**config.mk**
```make
export PLATFORM = sky130hd
export DESIGN_NAME = mem_copy_engine
export DESIGN_NICKNAME = d
export VERILOG_FILES = /design/src/rtl/mem_copy_engine.sv
export SDC_FILE = /design/constraint.sdc
export NUM_CORES = 1
export LEC_CHECK = 0
export ABC_CLOCK_PERIOD_IN_PS = 2190
export CAP_MARGIN = 20
export CORE_ASPECT_RATIO = 1.1
export CORE_UTILIZATION = 40
export CTS_CLUSTER_SIZE = 28
export DETAILED_ROUTE_END_ITERATION = 10
export GPL_TIMING_DRIVEN = 0
export PLACE_DENSITY = 0.65
export SETUP_SLACK_MARGIN = 0.05
export SYNTH_ARGS = -nofsm -noshare
export SYNTH_HDL_FRONTEND = slang
export SYNTH_SLANG_ARGS = --single-unit
```
**constraint.sdc**
```tcl
create_clock -name clk -period 2.19 [get_ports clk]
set_input_delay 0.438 -clock clk [delete_from_list [all_inputs] [get_ports clk]]
set_output_delay 0.438 -clock clk [all_outputs]
set_load 0.005 [all_outputs]
```
**src/rtl/mem_copy_engine.sv**
```systemverilog
// Byte-wise memory copy engine: latches src/dst/len on start, then alternates READ/WRITE per word.
// Optional fill mode (define MEM_COPY_FILL_EN) writes a latched fill value without reading.
module mem_copy_engine #(
    parameter int ADDR_W = 8,
    parameter int DATA_W = 8
) (
    input  logic              clk,
    input  logic              reset,
    input  logic              start,
    input  logic [ADDR_W-1:0] src_addr,
    input  logic [ADDR_W-1:0] dst_addr,
    input  logic [ADDR_W-1:0] len,
`ifdef MEM_COPY_FILL_EN
    input  logic              fill,
    input  logic [DATA_W-1:0] fill_val,
`endif
    input  logic [DATA_W-1:0] mem_rdata,
    output logic [ADDR_W-1:0] mem_addr,
    output logic [DATA_W-1:0] mem_wdata,
    output logic              mem_wr_en,
    output logic              busy,
    output logic              done
);

    localparam logic [1:0] IDLE  = 2'd0;
    localparam logic [1:0] READ  = 2'd1;
    localparam logic [1:0] WRITE = 2'd2;
    localparam logic [1:0] DONE  = 2'd3;

    logic [1:0]        r_state;
    logic [ADDR_W-1:0] r_src_ptr;
    logic [ADDR_W-1:0] r_dst_ptr;
    logic [ADDR_W-1:0] r_remaining;
    logic [DATA_W-1:0] r_data;
    logic              r_fill;

    logic              w_fill_req;
    logic [DATA_W-1:0] w_fill_val;
    logic [1:0]        w_loop_state;

`ifdef MEM_COPY_FILL_EN
    assign w_fill_req = fill;
    assign w_fill_val = fill_val;
`else
    assign w_fill_req = 1'b0;
    assign w_fill_val = '0;
`endif

    // Fill transfers loop on WRITE; copies return to READ for the next word.
    assign w_loop_state = r_fill ? WRITE : READ;

    always_ff @(posedge clk or posedge reset) begin
        if (reset) begin
            r_state     <= IDLE;
            r_src_ptr   <= '0;
            r_dst_ptr   <= '0;
            r_remaining <= '0;
            r_data      <= '0;
            r_fill      <= 1'b0;
        end else begin
            case (r_state)
                IDLE: begin
                    if (start) begin
                        r_src_ptr   <= src_addr;
                        r_dst_ptr   <= dst_addr;
                        r_remaining <= len;
                        r_fill      <= w_fill_req;
                        if (w_fill_req) begin
                            r_data <= w_fill_val;
                        end
                        if (len == '0) begin
                            r_state <= DONE;
                        end else begin
                            r_state <= w_fill_req ? WRITE : READ;
                        end
                    end
                end
                READ: begin
                    r_data  <= mem_rdata;
                    r_state <= WRITE;
                end
                WRITE: begin
                    r_src_ptr   <= r_src_ptr + ADDR_W'(1);
                    r_dst_ptr   <= r_dst_ptr + ADDR_W'(1);
                    r_remaining <= r_remaining - ADDR_W'(1);
                    if (r_remaining == ADDR_W'(1)) begin
                        r_state <= DONE;
                    end else begin
                        r_state <= w_loop_state;
                    end
                end
                DONE: begin
                    r_state <= IDLE;
                end
                default: begin
                    r_state <= IDLE;
                end
            endcase
        end
    end

    always_comb begin
        mem_addr  = '0;
        mem_wdata = '0;
        mem_wr_en = 1'b0;
        case (r_state)
            READ: begin
                mem_addr = r_src_ptr;
            end
            WRITE: begin
                mem_addr  = r_dst_ptr;
                mem_wdata = r_data;
                mem_wr_en = 1'b1;
            end
            default: begin
                mem_addr = '0;
            end
        endcase
    end

    assign busy = (r_state == READ) || (r_state == WRITE);
    assign done = (r_state == DONE);

endmodule

```
==> out/results.ini <==
[critical_path]
required_ns = 1.75
r2r-end = r_dst_ptr[2]
timing.rr.start = r_state[1]
cp-start-kind = flop
ff2ff_path_depth = 7
cp_max_fo = 10
reg2reg_setup_slack_ns = 0.22
critPathKind = reg -> out
worstSetupEndpointType = output pin
worstPathArrival_ns = 1.75

[sta]
finalCritPeriodShare = 0.999
rsz0062_at_grt = yes
fmax_ghz = 0.457
post-route-min-period_ns = 2.19
hold_viol = 0
finalSetupViolCount = 0
tightest_slew_ns = 0.710
worst_clock_skew_ns = 0.00724
finalSetupTns_ns = 0
slew_violations = 0
holdWs_ns = 0.497
timing.final.ws_setup_ns = 0.00159
slew_headroom = 0.526

[run]
maxCapViolCount = 0

[synth]
ys_seq_elements = 34
syn_inst = 252
synth_area_leaders = dfrtp_1 (39%), a21oi_1 (5.8%), mux2_2 (4.7%)
synth_top_cell_by_area = dfrtp_1
synth_top_area_frac = 0.391
ys_seq_area_frac = 0.391
yosysUniqueCellTypes = 35
syn_nets = 295
synth_ff_type = dfrtp_1
synth_area_per_cell_um2 = 8.63
synth-edff-count = 0
yosysWarnings = 0
async_reset_ff_frac = 1.00
syn_area_um2 = 2170

[worst_hold_path]
hp-class = reg -> reg
holdPathEnd = r_data[6]
min_from = r_data[6]
holdPathStages = 1

[power]
p_leak_uw = 0.00128
p_sw_uw = 1940
power_density_nw_per_um2 = 1490
comb_power_share = 0.607
seq_power_share = 0.284
switching_share = 0.431
power.internal_uw = 2560
clockPowerShare = 0.109
vdd_drop_max_mv = 0.580

[global_route]
grt_max_degree = 20
grt_pass1_wl_um = 10000
antenna_found_initial = 0
grt_overflow = 0
groute.usage.overall = 0.230
grt_pass1_vias = 1988

[cts]
cts.hold.buffers_added = 0
tritoncts = done
cts.path.max_buffers = 2
numClockSinks = 34
cts-htree-levels = 2
path_clk_slew_ns = 0.07
cts_made_buffers = 5
insertion_delay_ns = 0.29
root_buffer = clkbuf_8

[route]
via_per_inst = 5.39
drt-total-wl_um = 6040
drtAntennaViolNets = 0
drc = 0
first_pass_iters = 4
vias = 2095
drtIter0Drc = 143
wire_per_inst_um = 15.5

[floorplan]
start_util = 0.423
row_count = 27
dieArea_um2 = 5740
io-pin-count = 54
die_height_um = 79.3
die_w_um = 72.3
core_area_um2 = 5130

[placed_design]
gp_congestion = 0.836
port_buffers = 53
place_area_um2 = 2820
pre_cts_slack_ns = -0.596
dp_hpwl_um = 4270

[finish]
final_area_um2 = 3020
area_delta_synth_final_pct = 38.9
insertedDiodeCount = 0
layout-drive-gt1-share = 0.167
fillers = 503
nNetsFinal = 359

[run_status]
status = finished, final reports clean

registers in the layout (all words and copies together), names as in the netlist:
name,flops
r_dst_ptr,8
r_state,2
r_remaining,8
r_data,8
r_src_ptr,8
metal layers:
layer	share of wire	track usage	wire (um)
met3	0.059	0.0508	356
met5	0	0	0
met1	0.46	0.306	2800
met4	0.020	0.0961	121
met2	0.46	0.359	2760
critical path, stage by stage (launching register included):
cell and delay (ns):
dfrtp_1 0.38, inv_2 0.05, ha_2 0.19, clkbuf_8 0.14, buf_8 0.14, clkbuf_16 0.16
and2_1 0.15, dlygate4sd2_1 0.26
cell usage in the layout (no fill, tap or decap), drive strengths merged:
cell type | synthesis | final
and3 | 6 | 6
nand2b | 2 | 2
nand3 | 14 | 14
dlygate4sd2 | 0 | 6
or3 | 1 | 1
o22a | 2 | 2
o22ai | 14 | 14
nand3b | 1 | 1
inv | 14 | 14
a22oi | 6 | 6
clkinv | 0 | 1
and2 | 8 | 8
clkbuf | 11 | 24
nor2b | 8 | 8
o211ai | 1 | 1
o21ai | 17 | 17
a21boi | 2 | 2
a41oi | 1 | 1
mux2i | 8 | 8
clkdlybuf4s15 | 0 | 2
nand2 | 20 | 20
dlygate4sd1 | 1 | 1
mux2 | 9 | 9
nor3 | 3 | 3
buf | 7 | 13
dfrtp | 34 | 34
nor2 | 13 | 13
a2bb2oi | 3 | 3
ha | 8 | 8
a21oi | 25 | 25
nor4 | 3 | 3
o32ai | 1 | 1
a31oi | 8 | 8
clkdlybuf4s50 | 0 | 37
or4 | 1 | 1
layout make-up:
type                       count  area, um^2  area share
buffer                        18         163      0.0539
clock buffer                   7        86.3      0.0286
clock inverter                 1        5.00     0.00166
inverter                      14        52.6      0.0174
multi-input combinational    185        1230       0.407
sequential                    34         851       0.282
tap                           72        90.1      0.0298
timing repair buffer          58         544       0.180
worst max-delay path by stage:
| stage | startpoint | slack (ns) | cells past startpoint | to |
|---|---|---|---|---|
| 2_1_floorplan | r_state[0] | 0.31 | 6 | mem_wdata[0] |
| 5_1_grt | r_state[1] | -0.06 | 3 | busy |
| 3_3_place_gp | r_state[1] | -0.62 | 7 | mem_addr[0] |
| 6_report | r_state[0] | 0.002 | 7 | mem_wdata[7] |
| 4_1_cts | r_state[0] | -0.03 | 8 | mem_addr[0] |
| 3_5_place_dp | r_state[1] | -0.60 | 7 | mem_addr[0] |
power by group through the flow:
stage               sequential (uW)  combinational, uW  clock [uW]
floorplan                      1180               1690           0
CTS                            1260               2680         503
global placement               1260               2490           0
finish                         1280               2730         491
global route                   1330               3010         542
detailed placement             1270               2530           0
stage by stage:
step                utilization  power [uW]  cells
detailed placement        0.550        3790    378
global route              0.588        4870    389
finish                    0.588        4500    389
floorplan                     -        2880    252
CTS                       0.587        4430    389
global placement          0.544        3740    377
cells in the mapped netlist (2+ instances only):
master,number
dfrtp_1,34
a21oi_1,25
nand2_1,20
o21ai_0,16
inv_1,14
nand3_1,14
o22ai_1,14
nor2_1,13
clkbuf_1,11
mux2_2,9
a31oi_1,8
and2_1,8
ha_1,8
mux2i_1,8
nor2b_1,8
a22oi_1,6
and3_1,6
a2bb2oi_1,3
buf_1,3
nor3_1,3
a21boi_0,2
buf_2,2
buf_6,2
nand2b_1,2
nor4_1,2
o22a_1,2
what timing repair did:
action	in CTS	in global routing
endpoints found under the setup margin	17	35
pin swaps	0	1
gates resized for setup	52	19
cloned	0	0
buffers inserted	4	0
cell families after synthesis:
family	synth area share
AO/OA/AOI/OAI	0.219
adder cells (fa/ha/maj)	0.0460
buffers and inverters	0.0673
flip-flops	0.391
multiplexers	0.0834
AND/OR/NAND/NOR	0.193
No activity file was read; power rests on OpenSTA's default activity.
